==> config.mk <==
export PLATFORM = sky130hd
export DESIGN_NAME = fminmax_reduce
export DESIGN_NICKNAME = d
export VERILOG_FILES = /design/src/rtl/fminmax_reduce.sv
export SDC_FILE = /design/constraint.sdc
export NUM_CORES = 1
export LEC_CHECK = 0
export CORE_UTILIZATION = 25
export CTS_CLUSTER_DIAMETER = 80
export DETAILED_ROUTE_END_ITERATION = 8
export HOLD_SLACK_MARGIN = 0.08
export PLACE_DENSITY_LB_ADDON = 0.2
export RECOVER_POWER = 50
export SYNTH_ARGS = -nofsm -noshare
export SYNTH_HDL_FRONTEND = slang
export SYNTH_SLANG_ARGS = --single-unit
==> constraint.sdc <==
create_clock -name clk -period 6 [get_ports clk]
set_input_delay 1.2 -clock clk [delete_from_list [all_inputs] [get_ports clk]]
set_output_delay 1.2 -clock clk [all_outputs]
set_load 0.03 [all_outputs]
==> src/rtl/fminmax_reduce.sv <==
// Streaming floating-point min/max reduction over a valid/ready stream.
// One element per cycle; returns the extreme value, its index and NaN/overflow flags.
module fminmax_reduce #(
  parameter int EXP_W = 8,
  parameter int MAN_W = 23,
  parameter int IDX_W = 8,
  localparam int W = 1 + EXP_W + MAN_W
) (
  input  logic             clk,
  input  logic             rst,
  input  logic             mode,
  input  logic             in_valid,
  output logic             in_ready,
  input  logic [W-1:0]     in_data,
  input  logic             in_last,
  output logic             out_valid,
  input  logic             out_ready,
  output logic [W-1:0]     out_data,
  output logic [IDX_W-1:0] out_idx,
  output logic             out_nan,
  output logic             out_ovf
);

  typedef enum logic [1:0] {
    IDLE = 2'd0,
    ACC  = 2'd1,
    DONE = 2'd2
  } state_t;

  localparam logic [W-1:0]     QNAN    = {1'b0, {EXP_W{1'b1}}, 1'b1, {(MAN_W-1){1'b0}}};
  localparam logic [IDX_W-1:0] CNT_MAX = {IDX_W{1'b1}};

  // Maps sign-magnitude encoding onto an unsigned total order (-inf .. +inf).
  function automatic logic [W-1:0] order_key(input logic [W-1:0] v);
    if (v[W-1]) begin
      order_key = ~v;
    end else begin
      order_key = {1'b1, v[W-2:0]};
    end
  endfunction

  function automatic logic is_nan(input logic [W-1:0] v);
    is_nan = (&v[W-2:MAN_W]) && (|v[MAN_W-1:0]);
  endfunction

  state_t           state_r, state_nxt_s;
  logic [W-1:0]     acc_r, acc_nxt_s;
  logic [IDX_W-1:0] idx_r, idx_nxt_s;
  logic [IDX_W-1:0] cnt_r, cnt_nxt_s;
  logic             full_r, full_nxt_s;
  logic             nan_r, nan_nxt_s;
  logic             ovf_r, ovf_nxt_s;
  logic             mode_r, mode_nxt_s;
  logic             beat_s;
  logic             in_nan_s;
  logic             replace_s;

  assign in_ready  = (state_r != DONE);
  assign out_valid = (state_r == DONE);
  assign out_data  = acc_r;
  assign out_idx   = idx_r;
  assign out_nan   = nan_r;
  assign out_ovf   = ovf_r;

  assign beat_s    = in_valid && in_ready;
  assign in_nan_s  = is_nan(in_data);
  assign replace_s = mode_r ? (order_key(in_data) < order_key(acc_r))
                            : (order_key(in_data) > order_key(acc_r));

  // Next-state and accumulator update for the reduction FSM.
  always_comb begin
    state_nxt_s = state_r;
    acc_nxt_s   = acc_r;
    idx_nxt_s   = idx_r;
    cnt_nxt_s   = cnt_r;
    full_nxt_s  = full_r;
    nan_nxt_s   = nan_r;
    ovf_nxt_s   = ovf_r;
    mode_nxt_s  = mode_r;
    case (state_r)
      IDLE: begin
        if (beat_s) begin
          acc_nxt_s   = in_nan_s ? QNAN : in_data;
          idx_nxt_s   = {IDX_W{1'b0}};
          cnt_nxt_s   = {{(IDX_W-1){1'b0}}, 1'b1};
          full_nxt_s  = 1'b0;
          nan_nxt_s   = in_nan_s;
          ovf_nxt_s   = 1'b0;
          mode_nxt_s  = mode;
          state_nxt_s = in_last ? DONE : ACC;
        end else begin
          state_nxt_s = IDLE;
        end
      end
      ACC: begin
        if (beat_s) begin
          // full_r marks that index CNT_MAX is already taken; later beats overflow.
          ovf_nxt_s = ovf_r | full_r;
          if (cnt_r == CNT_MAX) begin
            full_nxt_s = 1'b1;
          end else begin
            cnt_nxt_s = cnt_r + {{(IDX_W-1){1'b0}}, 1'b1};
          end
          if (nan_r) begin
            acc_nxt_s = acc_r;
          end else if (in_nan_s) begin
            acc_nxt_s = QNAN;
            idx_nxt_s = cnt_r;
            nan_nxt_s = 1'b1;
          end else if (replace_s) begin
            acc_nxt_s = in_data;
            idx_nxt_s = cnt_r;
          end else begin
            acc_nxt_s = acc_r;
          end
          state_nxt_s = in_last ? DONE : ACC;
        end else begin
          state_nxt_s = ACC;
        end
      end
      DONE: begin
        if (out_ready) begin
          state_nxt_s = IDLE;
        end else begin
          state_nxt_s = DONE;
        end
      end
      default: begin
        state_nxt_s = IDLE;
      end
    endcase
  end

  // State and datapath registers with synchronous reset.
  always_ff @(posedge clk) begin
    if (rst) begin
      state_r <= IDLE;
      acc_r   <= {W{1'b0}};
      idx_r   <= {IDX_W{1'b0}};
      cnt_r   <= {IDX_W{1'b0}};
      full_r  <= 1'b0;
      nan_r   <= 1'b0;
      ovf_r   <= 1'b0;
      mode_r  <= 1'b0;
    end else begin
      state_r <= state_nxt_s;
      acc_r   <= acc_nxt_s;
      idx_r   <= idx_nxt_s;
      cnt_r   <= cnt_nxt_s;
      full_r  <= full_nxt_s;
      nan_r   <= nan_nxt_s;
      ovf_r   <= ovf_nxt_s;
      mode_r  <= mode_nxt_s;
    end
  end

endmodule

; ---- Word-level counts from Yosys, hierarchy flattened
; Cells that the tools add are included.
[op_classes]
n_addsub = 1
multipliers = 0
n_div = 0
order_cmp = 2
n_eq_ne = 10
n_shift = 0
muxes = 36
bitwise_logic = 3
reduce_logical = 11
[ops]
columns = operator, count
row1 = two-way mux 32 bit, 8
row2 = two-way mux 8 bit, 8
row3 = NOT 32 bit, 2
row4 = one-hot mux 32 bit (2 select lines), 1
row5 = > comparator 32 bit, 1
row6 = < comparator 32 bit, 1
row7 = one-hot mux 8 bit (2 select lines), 2
row8 = OR reduction 23 bit, 1
row9 = != test 2 bit (second input constant), 6
row10 = two-way mux 1 bit, 9
row11 = adder 8 x 1 -> 8 bit (second input constant), 1
row12 = equality test 8 bit (second input constant), 1
row13 = two-way mux 2 bit, 4
row14 = AND reduction 4 bit, 2
row15 = AND reduction 8 bit, 1
row16 = one-hot mux 1 bit (2 select lines), 3
row17 = one-hot mux 2 bit (3 select lines), 1
row18 = AND reduction 5 bit, 1
row19 = != test 3 bit (second input constant), 1
row20 = AND reduction 3 bit, 1
row21 = equality test 2 x 1 -> 1 bit (second input constant), 1
row22 = equality test 2 bit (second input constant), 1
row23 = logical AND 1 bit, 2
row24 = zero test 2 bit, 1
row25 = other kinds (3), 3
[word_totals]
register_bits = 54
latchBits = 0
ram_bits = 0
romBits = 0
inputBits = 38
output_inout_bits = 44
wordCells = 71
memories = 0

; ---- Logic depth before layout (Yosys ltp)
; Gate-level depths: netlist of the first run.
[logic_depth]
ltp_word = 9
mapped_depth = 13
mapped_depth_nobuf = 9

; ---- Least setup slack after synthesis of the first run
; No wires, ideal clock.
[synth_path]
path_type = input to register
start = input in_data[31]
end = register acc_r[10], in the netlist out_data[10]
setup_time_ns = 0.117
t_arrival_ns = 3.968
t_required_ns = 5.883
slack_ns = 1.914
path_stages = 13
n_path_buf = 4
path_cell_list = clkbuf_1 buf_1 xor2_1 ha_1 a21oi_2 nand2_1 a22o_1 o41a_1 o31a_1 o31ai_2 buf_4 buf_6 o2bb2ai_1
[synth_via]
elab_chain_cells = 6
word_cells_on_any_way = 7
classes_between = 2 x order compare / 1 x eq/ne / 2 x mux / 1 x bitwise / 1 x reduce/logical
[synth_lines]
columns = element, line
row1 = "start, declared", 14  ; input logic [W-1:0] in_data,
row2 = NOT 32 bit, 36  ; order_key = ~v;
row3 = two-way mux 32 bit *, 35  ; if (v[W-1]) begin
row4 = > comparator 32 bit / < comparator 32 bit (equally long branches), "68, 67"
row5 = two-way mux 1 bit *, 67  ; assign replace_s = mode_r ? (order_key(in_data) < order_key(acc_r))
row6 = != test 3 bit (no line) *, n/a
row7 = AND reduction 5 bit (no line) *, n/a
row8 = "end signal, assigned", 138  ; acc_r <= {W{1'b0}};
row9 = "end signal, assigned", 147  ; acc_r <= acc_nxt_s;
row10 = "end, declared", 47  ; logic [W-1:0] acc_r, acc_nxt_s;
; Every way passes the cells marked *; elsewhere a longest branch is shown, timed or not.
; A chain may end at the register's enable or synchronous reset.

; ---- Worst setup path in the final report of the first run
[layout_path]
start = input in_data[31]
end = register acc_r[29], in the netlist out_data[29]
; The elaborated chain is that of the path after synthesis.

==> out/qor_table.md, run 1 <==
| Stage | Result | Value |
| --- | --- | --- |
| layout | Fraction of the core area covered by cells at the end of the flow | 0.344 |
| layout | Nets | 527 |
| power and ir drop | Net switching power | 358 uW |
| setup path | CP Data Arrival Time | 4.67 ns |
| detailed routing | Remaining routing DRC violations | 0 |
| setup path | Biggest cell delay along the critical path | 0.55 ns |
| global routing | Total global-route track usage | 0.139 |
| global routing | Pin count of the biggest net entering global routing | 40 |
| global routing | Global-route wire length before repair | 15800 um |
| power and ir drop | Largest vdd supply drop | 0.0955 mV |
| clocking | CTS Hold Buffers Added | 0 |
| setup path | Crit-path slowest cell | o31ai_4 |
| floorplan | Core footprint | 13400 sq um |
| synthesis | Number of enable-type register cells in the synthesized netlist | 0 |
| power and ir drop | Leak pwr | 0.00176 uW |
| layout | Layout cells sized above 1 | 0.0417 |
| setup path | Crit path max-delay family | compound AO/OA/AOI/OAI gates |
| floorplan | Die H | 120 um |
| global routing | Most used routing layer | met2 |
| detailed routing | Vias post-DR | 2999 |
| power and ir drop | Combinational fraction of design power | 0.317 |
| floorplan | Die width | 120 um |
| global routing | Global routing usage on met1 | 0.183 |
| timing | Setup repair after global routing missed its margin | no |
| timing | Final clock period utilization by the worst path | 0.739 |
| detailed routing | Average detailed-routed wire length per instance | 15.0 um |
| setup path | Data required time at the worst endpoint | 6.24 ns |
| power and ir drop | Power per Cell Area | 236 nW/um^2 |
| floorplan | Die Area | 14400 sq um |
| setup path | Series of cell instances along the critical path | buf_2 -> buf_4 -> xor2_1 -> ha_1 -> a21oi_1 -> o21a_1 -> o221ai_1 -> a22o_1 -> o31a_1 -> o31ai_4 -> buf_4 -> o221a_1 |
| global routing | Number of global-route vias before repair | 3113 |
| clocking | CTS H-tree lvls | 2 |
| setup path | Class of the most critical setup path | input pin to flip-flop |
| power and ir drop | Internal power | 731 uW |
| detailed routing | Routed WL | 9450 um |
| setup path | Number of buffer and inverter stages on the critical path | 3 |
| setup path | Critical Path Start | in_data[31] |
| synthesis | Library cell with the largest summed area after synthesis | dfxtp_1 |
| timing | Relative max-transition margin | 0.324 |
| setup path | Critical-path maximum fanout | 24 |
| setup path | Cell occurring most often along the worst timing path | buf_4 |
| clocking | Clock buffer depth | 2 |
| synthesis | Async set or reset register ratio after synthesis | 0 |
| global routing | Met3 usage in global routing | 0.0352 |
| power and ir drop | Power share of the sequential group | 0.376 |
| worst hold path | Hold_sp | out_idx[7]$_SDFFE_PP0P_ |
| timing | Setup Total Neg Slack | 0 ns |
| layout | Number of fillers in the final layout | 1381 |
| placed design | Worst slack at placement | 1.23 ns |
| placed design | Half-perimeter wire length after detailed placement | 7250 um |
| timing | Highest achievable clock rate | 226 MHz |
| detailed routing | Number of nets still failing antenna checks after routing | 0 |
| flow run | Max capacitance violation total | 0 |
| detailed routing | Starting DRT DRC Count | 139 |
| placed design | Number of input and output port buffers inserted | 81 |
| worst hold path | Class of the most critical hold timing path | flip-flop to flip-flop |
| synthesis | Yosys top cell area share | 0.311 |
| synthesis | Most instantiated flip-flop cell in the synthesis netlist | dfxtp_1 |
| power and ir drop | Net switching fraction of the power | 0.328 |
| global routing | Met2 usage | 0.225 |
| synthesis | Total nets after synthesis | 455 |
| synthesis | Share of the yosys chip area belonging to registers | 0.311 |
| clocking | Buffer count from post-CTS setup fixing | 0 |
| clocking | Clock net sink count | 54 |
| synthesis | Cell types with the largest area share after synthesis | dfxtp_1, ha_1, xor2_1, xnor2_1, nand2_1 |
| detailed routing | First drt pass iteration count | 4 |
| synthesis | Gate Count Post-Synth | 384 |
| floorplan | Number of placement rows | 42 |
| synthesis | Count of cell types in the netlist | 49 |
| layout | Layout overhead on the synthesized area | 32.6% |
| placed design | Final Wtd Congestion | 0.761 |
| clocking | Source-to-sink clock delay at the later pin of the worst-skew pair | 0.30 ns |
| setup path | Nature of the critical path startpoint | input pin |
| setup path | R2r startpoint | out_data[31]$_SDFFE_PP0P_ |
| global routing | Number of antenna violations at the first check in global routing | 0 |
| setup path | CP Capture Type | flip-flop |
| power and ir drop | Clock Power Share | 0.307 |
| clocking | Cell at the root of the clock tree | clkbuf_16 |
| timing | Count of pins over their slew limit | 0 |
| timing | Worst hold slack | 0.463 ns |
| clocking | Clock tree from TritonCTS | done |
| outcome | Run status | completed |
| synthesis | Number of flip-flops and latches in the synthesized netlist | 54 |
| timing | Number of hold violations in the final report | 0 |
| synthesis | Post-synthesis instance area | 3470 sq um |
| detailed routing | Detail-routed via count per cell | 4.75 |
| clocking | Number of clock buffers inserted by TritonCTS | 5 |
| timing | Final setup slack of the worst path | 1.57 ns |
| layout | Inserted Diodes | 0 |
| timing | Pin slew with the least headroom to its limit | 1.01 ns |
| timing | Final setup viols | 0 |
| floorplan | Ports | 82 |
| synthesis | Synth warn | 0 |
| synthesis | Synthesized area per cell | 9.04 sq um |
| timing | Final setup skew | 0.00465 ns |
| clocking | PostCTS Resize Cnt | 0 |
| floorplan | Starting utilization of the core area | 0.259 |
| timing | Min Clock Period, post-route | 4.43 ns |
| global routing | Total global routing overflow | 0 |
| clocking | Clock transition time at the flip-flop clock pins of the worst setup and hold paths | 0.07 ns |
## layer usage
metal / wire length [um] / vias to the layer above
li1: - / 1543
met1: 4640 / 1397
met2: 4340 / 51
met3: 390 / 8
met4: 83 / 0
met5: 0 / -
## state kept, by name, summed over array words and instances, names as in the netlist
name      flops
mode_r        1
out_data     32
out_nan       1
cnt_r         8
out_ovf       1
out_idx       8
state_r       2
full_r        1
## power groups by stage
stage	combinational (uW)	sequential (uW)	clock, uW
final	345	410	334
after global routing	386	415	361
after CTS	357	411	347
after detailed placement	354	419	0
after global placement	350	419	0
after floorplan	207	442	0
## cell type report
cell class | count | area (sq um) | share of cell area
flip-flops and latches | 54 | 1080 | 0.235
inverters | 3 | 11.3 | 0.00245
repair buffers | 85 | 836 | 0.182
well taps | 176 | 220 | 0.0478
clock buffers | 5 | 125 | 0.0272
clock inverters | 2 | 38.8 | 0.00842
multi-input cells | 307 | 2290 | 0.498
## worst reg2reg max path: cells and delay by family (launching register included)
family	cells	cell delay (ns)
xor gates and xnor gates	1	0.18
buffers and inverters	1	0.36
adders and majority gates	1	0.33
AOI/OAI and AO/OA	6	1.85
DFF	1	1.00
and+or+nand+nor	1	0.13
## cell families (layout without fill, tap and decap cells)
group                    Yosys count  in the layout  share of synthesized area
AO/OA/AOI/OAI                     84             84                      0.183
XOR/XNOR                          66             66                      0.166
adder cells (fa/ha/maj)           33             33                      0.119
buffers and inverters             23             95                     0.0314
flip-flops                        54             54                      0.311
multiplexers                       8              8                     0.0231
AND/OR/NAND/NOR                  116            116                      0.165
## synth_stat cells (7+ instances only)
master     number
dfxtp_1        54
o21ai_0         8
xor2_1         35
ha_1           33
xnor2_1        31
o221a_1         7
clkbuf_1        8
nand4_1        16
nand2_1        53
a21oi_1        22
nor2_1         15
o2bb2ai_1      22
mux2i_1         8
## stage by stage
stage,instances,total power (uW),instance area [sq um]
final,632,1090,4600
after global routing,632,1160,4600
after CTS,632,1110,4600
after detailed placement,625,774,4440
after global placement,625,769,4440
after floorplan,384,649,3470
## worst paths after layout
kind	endpoint	cells after the start	slack, ns
setup / recovery	out_data[29]$_SDFFE_PP0P_	12	1.57
hold / removal	out_idx[7]$_SDFFE_PP0P_	2	0.46
setup reg to reg	out_data[29]$_SDFFE_PP0P_	10	2.10
hold reg to reg	out_idx[7]$_SDFFE_PP0P_	2	0.46
## placed cells by master (no fill, tap or decap), types with 2 or more instances in the layout
master / n
a21o_1: 4
a21oi_1: 22
a22o_1: 2
and3_1: 3
buf_4: 4
clkbuf_16: 5
clkdlybuf4s50_1: 37
dfxtp_1: 53
dlygate4sd3_1: 43
ha_1: 33
inv_1: 3
mux2i_1: 8
nand2_1: 53
nand2b_1: 4
nand3_1: 6
nand4_1: 16
nor2_1: 15
nor2b_1: 3
nor3_1: 2
nor4_1: 6
o21ai_0: 9
o221a_1: 7
o2bb2ai_1: 22
o31a_1: 2
o31ai_1: 3
or3_1: 2
xnor2_1: 31
xor2_1: 35
No activity file was read; power rests on OpenSTA's default activity.
==> inputs of run 2 (changes only) <==
==> constraint.sdc (replaced) <==
create_clock -name clk -period 3.6 [get_ports clk]
set_input_delay 0.72 -clock clk [delete_from_list [all_inputs] [get_ports clk]]
set_output_delay 0.72 -clock clk [all_outputs]
set_load 0.03 [all_outputs]
==> run 2 against run 1 <==
Wire length is 3.7% higher. Global-route usage is 0.52 points higher. Flip-flop and latch count is the same. Largest power group unchanged.
==> out/qor_table.md, run 2 (synthesized netlist as in run 1, its figures left out) <==
| Stage | Result | Value |
| --- | --- | --- |
| setup path | Cell depth of the worst flop-to-flop path | 11 |
| placed design | Half-perimeter wire length after detailed placement | 7600 um |
| setup path | R2r setup slk | 0.45 ns |
| power and ir drop | Power per Cell Area | 376 nW/um^2 |
| layout | Nets | 571 |
| worst hold path | Class of the most critical hold timing path | flip-flop to flip-flop |
| worst hold path | Hold_sp | out_idx[2]$_SDFFE_PP0P_ |
| setup path | Nature of the critical path startpoint | input pin |
| floorplan | Die Area | 14400 sq um |
| setup path | R2r startpoint | out_data[31]$_SDFFE_PP0P_ |
| setup path | Critical-path maximum fanout | 11 |
| global routing | Met2 usage | 0.248 |
| setup path | Number of buffer and inverter stages on the critical path | 2 |
| timing | Final setup skew | 0.0135 ns |
| timing | Relative max-transition margin | 0.431 |
| setup path | Critical Path End | out_data[15]$_SDFFE_PP0P_ |
| floorplan | Die H | 120 um |
| global routing | Global-route wire length before repair | 16700 um |
| clocking | CTS Hold Buffers Added | 0 |
| timing | Min Clock Period, post-route | 3.41 ns |
| clocking | Clock buffer depth | 2 |
| worst hold path | Hold-critical path depth | 2 |
| power and ir drop | Largest vdd supply drop | 0.212 mV |
| floorplan | Ports | 82 |
| setup path | Series of cell instances along the critical path | clkdlybuf4s50_1 -> xor2_1 -> ha_1 -> nor2b_1 -> o211ai_1 -> a2111oi_2 -> o41a_1 -> o31a_1 -> o31ai_4 -> buf_12 -> a2bb2o_1 |
| timing | Count of pins over their slew limit | 0 |
| placed design | Cell count after placement | 668 |
| clocking | Cell at the root of the clock tree | clkbuf_16 |
| layout | Top library cells by usage in the layout, fill and taps aside | nand2_1, dfxtp_1, dlygate4sd3_1, buf_4, clkdlybuf4s50_1 |
| global routing | Total global routing overflow | 0 |
| flow run | Max capacitance violation total | 0 |
| placed design | Number of input and output port buffers inserted | 81 |
| setup path | Critical Path Start | in_data[1] |
| layout | Fraction of the core area covered by cells at the end of the flow | 0.378 |
| detailed routing | Number of nets still failing antenna checks after routing | 0 |
| global routing | Global routing usage on met1 | 0.184 |
| setup path | Endpoint of the worst-slack reg-to-reg timing path | out_data[15]$_SDFFE_PP0P_ |
| setup path | Data required time at the worst endpoint | 3.79 ns |
| setup path | Instance count on the critical path | 11 |
| clocking | Clock tree from TritonCTS | done |
| global routing | Met3 usage in global routing | 0.0323 |
| detailed routing | Vias post-DR | 3209 |
| clocking | Clock transition time at the flip-flop clock pins of the worst setup and hold paths | 0.08 ns |
| global routing | Most used routing layer | met2 |
| setup path | Crit path max-delay family | compound AO/OA/AOI/OAI gates |
| layout | Inserted Diodes | 0 |
| floorplan | Core footprint | 13400 sq um |
| clocking | CTS H-tree lvls | 2 |
| power and ir drop | Leak pwr | 0.00201 uW |
| floorplan | Starting utilization of the core area | 0.259 |
| floorplan | Die width | 120 um |
| detailed routing | Detail-routed via count per cell | 4.74 |
| placed design | Placed standard-cell area | 4840 sq um |
| layout | Post-route insts no fill | 677 |
| setup path | CP Capture Type | flip-flop |
| global routing | Pin count of the biggest net entering global routing | 40 |
| layout | Number of flip-flops under the largest register name | 32 |
| detailed routing | Remaining routing DRC violations | 0 |
| detailed routing | First drt pass iteration count | 4 |
| timing | Final setup viols | 0 |
| layout | Layout overhead on the synthesized area | 45.7% |
| setup path | Class of the most critical setup path | input pin to flip-flop |
| timing | Highest achievable clock rate | 294 MHz |
| setup path | CP Data Arrival Time | 3.59 ns |
| timing | Final clock period utilization by the worst path | 0.946 |
| clocking | Source-to-sink clock delay at the later pin of the worst-skew pair | 0.30 ns |
| global routing | Number of antenna violations at the first check in global routing | 0 |
| setup path | Crit-path slowest cell | clkdlybuf4s50_1 |
| outcome | Run status | completed |
| detailed routing | Starting DRT DRC Count | 136 |
| layout | Layout cells sized above 1 | 0.138 |
| placed design | Final Wtd Congestion | 0.754 |
| detailed routing | Routed WL | 9810 um |
| detailed routing | Average detailed-routed wire length per instance | 14.5 um |
| setup path | Biggest cell delay along the critical path | 0.51 ns |
| floorplan | Number of placement rows | 42 |
| clocking | Clock net sink count | 54 |
| clocking | Number of clock buffers inserted by TritonCTS | 5 |
| timing | Number of hold violations in the final report | 0 |
| global routing | Number of global-route vias before repair | 3417 |
| timing | Pin slew with the least headroom to its limit | 0.845 ns |
| global routing | Total global-route track usage | 0.144 |
| layout | Final non-filler cell area | 5060 sq um |
[run 2: per-layer routing]
metal  up-vias  share of wire
li1       1629              -
met1      1518           0.48
met2        56           0.48
met3         6          0.036
met4         0         0.0063
met5         -              0
[run 2: final cells by class]
class                           instances  area (sq um)
Fill cell                            1362          8340
Multi-Input combinational cell        307          2330
Timing Repair Buffer                  129          1240
Sequential cell                        54          1080
Tap cell                              176           220
Clock buffer                            5           125
Clock inverter                          3          47.5
Inverter                                3          11.3
[run 2: worst register-to-register path: stages (launching register included)]
cell	delay, ns
dfxtp_2	0.53
buf_12	0.20
xnor2_1	0.12
ha_1	0.25
nor2b_1	0.13
o211ai_1	0.21
a2111oi_2	0.13
o41a_1	0.44
o31a_1	0.29
o31ai_4	0.28
buf_12	0.17
a2bb2o_1	0.28
[run 2: metrics by stage]
stage               power [uW]   TNS, ns  worst slack (ns)  hold WS, ns
global placement          1350     -2.41           -0.0881        0.449
CTS                       1940         0             0.102        0.469
detailed placement        1350     -5.11            -0.201        0.454
floorplan                 1080         0            0.0373        0.437
finish                    1900         0             0.195        0.462
global route              2030  -0.00985          -0.00949        0.477
[run 2: timing repair]
item | CTS | global route
endpoints found under the hold margin | 0 | 0
resized for setup | 0 | 7
setup buffers | 0 | 1
setup endpoints to repair | 0 | 30
[run 2: how the worst min path moves through the flow]
stage                                    to  slack [ns]
finish              out_idx[2]$_SDFFE_PP0P_        0.46
global placement    out_idx[5]$_SDFFE_PP0P_        0.45
global route        out_idx[7]$_SDFFE_PP0P_        0.48
CTS                 out_idx[7]$_SDFFE_PP0P_        0.47
floorplan               full_r$_SDFFE_PP0P_        0.44
detailed placement  out_idx[4]$_SDFFE_PP0P_        0.45
[run 2: where the power goes]
part	leakage (uW)	switching (uW)	internal, uW
Combinational	0.00148	342	316
Clock	0.0000844	239	333
Sequential	0.000442	42.3	633
Total	0.00201	623	1280
==> inputs of run 3 (changes only) <==
--- a/config.mk
+++ b/config.mk
@@ -5,12 +5,15 @@
 export SDC_FILE = /design/constraint.sdc
 export NUM_CORES = 1
 export LEC_CHECK = 0
+export CORE_MARGIN = 5
 export CORE_UTILIZATION = 25
 export CTS_CLUSTER_DIAMETER = 80
 export DETAILED_ROUTE_END_ITERATION = 8
 export HOLD_SLACK_MARGIN = 0.08
 export PLACE_DENSITY_LB_ADDON = 0.2
 export RECOVER_POWER = 50
+export SETUP_SLACK_MARGIN = 0.1
+export SLEW_MARGIN = 5
 export SYNTH_ARGS = -nofsm -noshare
 export SYNTH_HDL_FRONTEND = slang
 export SYNTH_SLANG_ARGS = --single-unit
==> run 3 against run 2 <==
Count of clock-buffer cells in the layout did not move. Worst setup slack improved by 0.013 ns. Critical path depth rose by 2. Die area rose by 14%. Global-route usage fell by 1.9 points. Sequential share of layout area fell by 0.16 points. Cell count rose by 1.5%. Worst hold slack barely moved. Flip-flop and latch count did not move. Critical path type unchanged. Largest power group is now combinational cells. Highest routed layer unchanged.
==> out/qor_table.md, run 3 (synthesized netlist as in run 1, its figures left out) <==
| Stage | Result | Value |
| --- | --- | --- |
| clocking | Number of clock buffers inserted by TritonCTS | 5 |
| layout | Number of fillers in the final layout | 1438 |
| clocking | Clock net sink count | 54 |
| setup path | CP Capture Type | flip-flop |
| power and ir drop | Power per Cell Area | 367 nW/um^2 |
| layout | Post-route insts no fill | 687 |
| detailed routing | Starting DRT DRC Count | 105 |
| clocking | Clock tree from TritonCTS | done |
| placed design | Worst slack at placement | -0.266 ns |
| detailed routing | Remaining routing DRC violations | 0 |
| placed design | Placed standard-cell area | 4870 sq um |
| placed design | Half-perimeter wire length after detailed placement | 7930 um |
| global routing | Number of antenna violations at the first check in global routing | 0 |
| layout | Layout cells sized above 1 | 0.142 |
| floorplan | Number of placement rows | 43 |
| layout | Nets | 577 |
| setup path | Nature of the critical path startpoint | input pin |
| timing | Final setup slack of the worst path | 0.207 ns |
| floorplan | Die width | 128 um |
| floorplan | Starting utilization of the core area | 0.252 |
| outcome | Run status | completed |
| global routing | Total global-route track usage | 0.125 |
| detailed routing | Number of nets still failing antenna checks after routing | 0 |
| layout | Inserted Diodes | 0 |
| timing | Relative max-transition margin | 0.357 |
| global routing | Global-route wire length before repair | 16700 um |
| power and ir drop | Leak pwr | 0.00211 uW |
| clocking | CTS H-tree lvls | 2 |
| layout | Number of flip-flops under the largest register name | 32 |
| detailed routing | Vias post-DR | 3201 |
| timing | Final setup viols | 0 |
| detailed routing | First drt pass iteration count | 4 |
| timing | Highest achievable clock rate | 295 MHz |
| floorplan | Ports | 82 |
| floorplan | Core footprint | 13800 sq um |
| timing | Final setup skew | 0.00711 ns |
| timing | Final clock period utilization by the worst path | 0.942 |
| timing | Pin slew with the least headroom to its limit | 0.954 ns |
| timing | Setup Total Neg Slack | 0 ns |
| clocking | CTS Hold Buffers Added | 0 |
| clocking | Source-to-sink clock delay at the later pin of the worst-skew pair | 0.30 ns |
| timing | Number of hold violations in the final report | 0 |
| timing | Min Clock Period, post-route | 3.39 ns |
| worst hold path | Class of the most critical hold timing path | flip-flop to flip-flop |
| setup path | CP Data Arrival Time | 3.59 ns |
| setup path | Data required time at the worst endpoint | 3.79 ns |
| placed design | Cell count after placement | 675 |
| placed design | Number of input and output port buffers inserted | 81 |
| layout | Layout overhead on the synthesized area | 46.8% |
| flow run | Max capacitance violation total | 0 |
| clocking | Cell at the root of the clock tree | clkbuf_16 |
| power and ir drop | Total power | 1870 uW |
| layout | Top library cells by usage in the layout, fill and taps aside | nand2_1, dfxtp_1, buf_4, dlygate4sd3_1, xor2_1 |
| setup path | Class of the most critical setup path | input pin to flip-flop |
| detailed routing | Detail-routed via count per cell | 4.66 |
| global routing | Total global routing overflow | 0 |
| global routing | Pin count of the biggest net entering global routing | 32 |
| detailed routing | Routed WL | 10100 um |
| timing | Setup repair after global routing missed its margin | no |
| floorplan | Die Area | 16300 sq um |
| power and ir drop | Largest vdd supply drop | 0.201 mV |
| floorplan | Die H | 128 um |
| global routing | Number of global-route vias before repair | 3381 |
| detailed routing | Average detailed-routed wire length per instance | 14.7 um |
| setup path | Critical-path maximum fanout | 8 |
| clocking | Clock transition time at the flip-flop clock pins of the worst setup and hold paths | 0.08 ns |
| timing | Count of pins over their slew limit | 0 |
| placed design | Final Wtd Congestion | 0.816 |
| layout | Final non-filler cell area | 5100 sq um |
| clocking | Clock buffer depth | 2 |
## run 3: repair_timing
item,4_1_cts,5_1_grt
gates cloned,0,1
pin swaps,1,13
gates resized for setup,0,10
setup endpoints to repair,15,29
setup buffers,2,1
## run 3: worst max-delay path, cell delays in order
cell	delay, ns
clkdlybuf4s50_1	0.52
xor2_1	0.17
ha_1	0.26
nand4_1	0.13
nor2_1	0.05
a22o_1	0.22
o41a_1	0.41
buf_4	0.16
o31a_1	0.26
o31ai_4	0.31
buf_12	0.19
buf_12	0.12
o2bb2ai_1	0.05
## run 3: stage by stage
step / hold WS (ns) / utilization
floorplan: 0.437 / -
global placement: 0.451 / 0.353
detailed placement: 0.459 / 0.353
CTS: 0.474 / 0.366
global route: 0.488 / 0.370
finish: 0.461 / 0.370
## run 3: final cells by class
class / count / area, sq um / area share
clock buffer: 5 / 125 / 0.0245
tap: 180 / 225 / 0.0442
sequential: 54 / 1080 / 0.212
multi-input combinational: 307 / 2300 / 0.452
timing repair buffer: 135 / 1320 / 0.260
inverter: 3 / 11.3 / 0.00221
clock inverter: 3 / 28.8 / 0.00564
## run 3: power by group
| group | total [uW] | leakage, uW | internal (uW) | switching (uW) |
|---|---|---|---|---|
| registers | 670 | 0.000442 | 632 | 37.3 |
| clock network | 519 | 0.0000763 | 268 | 252 |
| logic | 684 | 0.00159 | 336 | 349 |
| total | 1870 | 0.00211 | 1240 | 638 |
## run 3: per-layer routing
layer  vias up  track usage  routed length [um]
met3         8       0.0279                 436
met4         0       0.0287                 101
li1       1640            -                   -
met1      1498        0.161                4840
met5         -            0                   0
met2        55        0.213                4700
## run 3: final timing paths
path | from | endpoint | slack [ns] | cells past startpoint
worst min register to register | out_idx[6]$_SDFFE_PP0P_ | out_idx[6]$_SDFFE_PP0P_ | 0.46 | 2
worst max register to register | out_data[31]$_SDFFE_PP0P_ | out_data[1]$_SDFFE_PP0P_ | 0.52 | 13
worst min-delay path | out_idx[6]$_SDFFE_PP0P_ | out_idx[6]$_SDFFE_PP0P_ | 0.46 | 2
worst max-delay path | in_data[10] | out_data[1]$_SDFFE_PP0P_ | 0.21 | 13
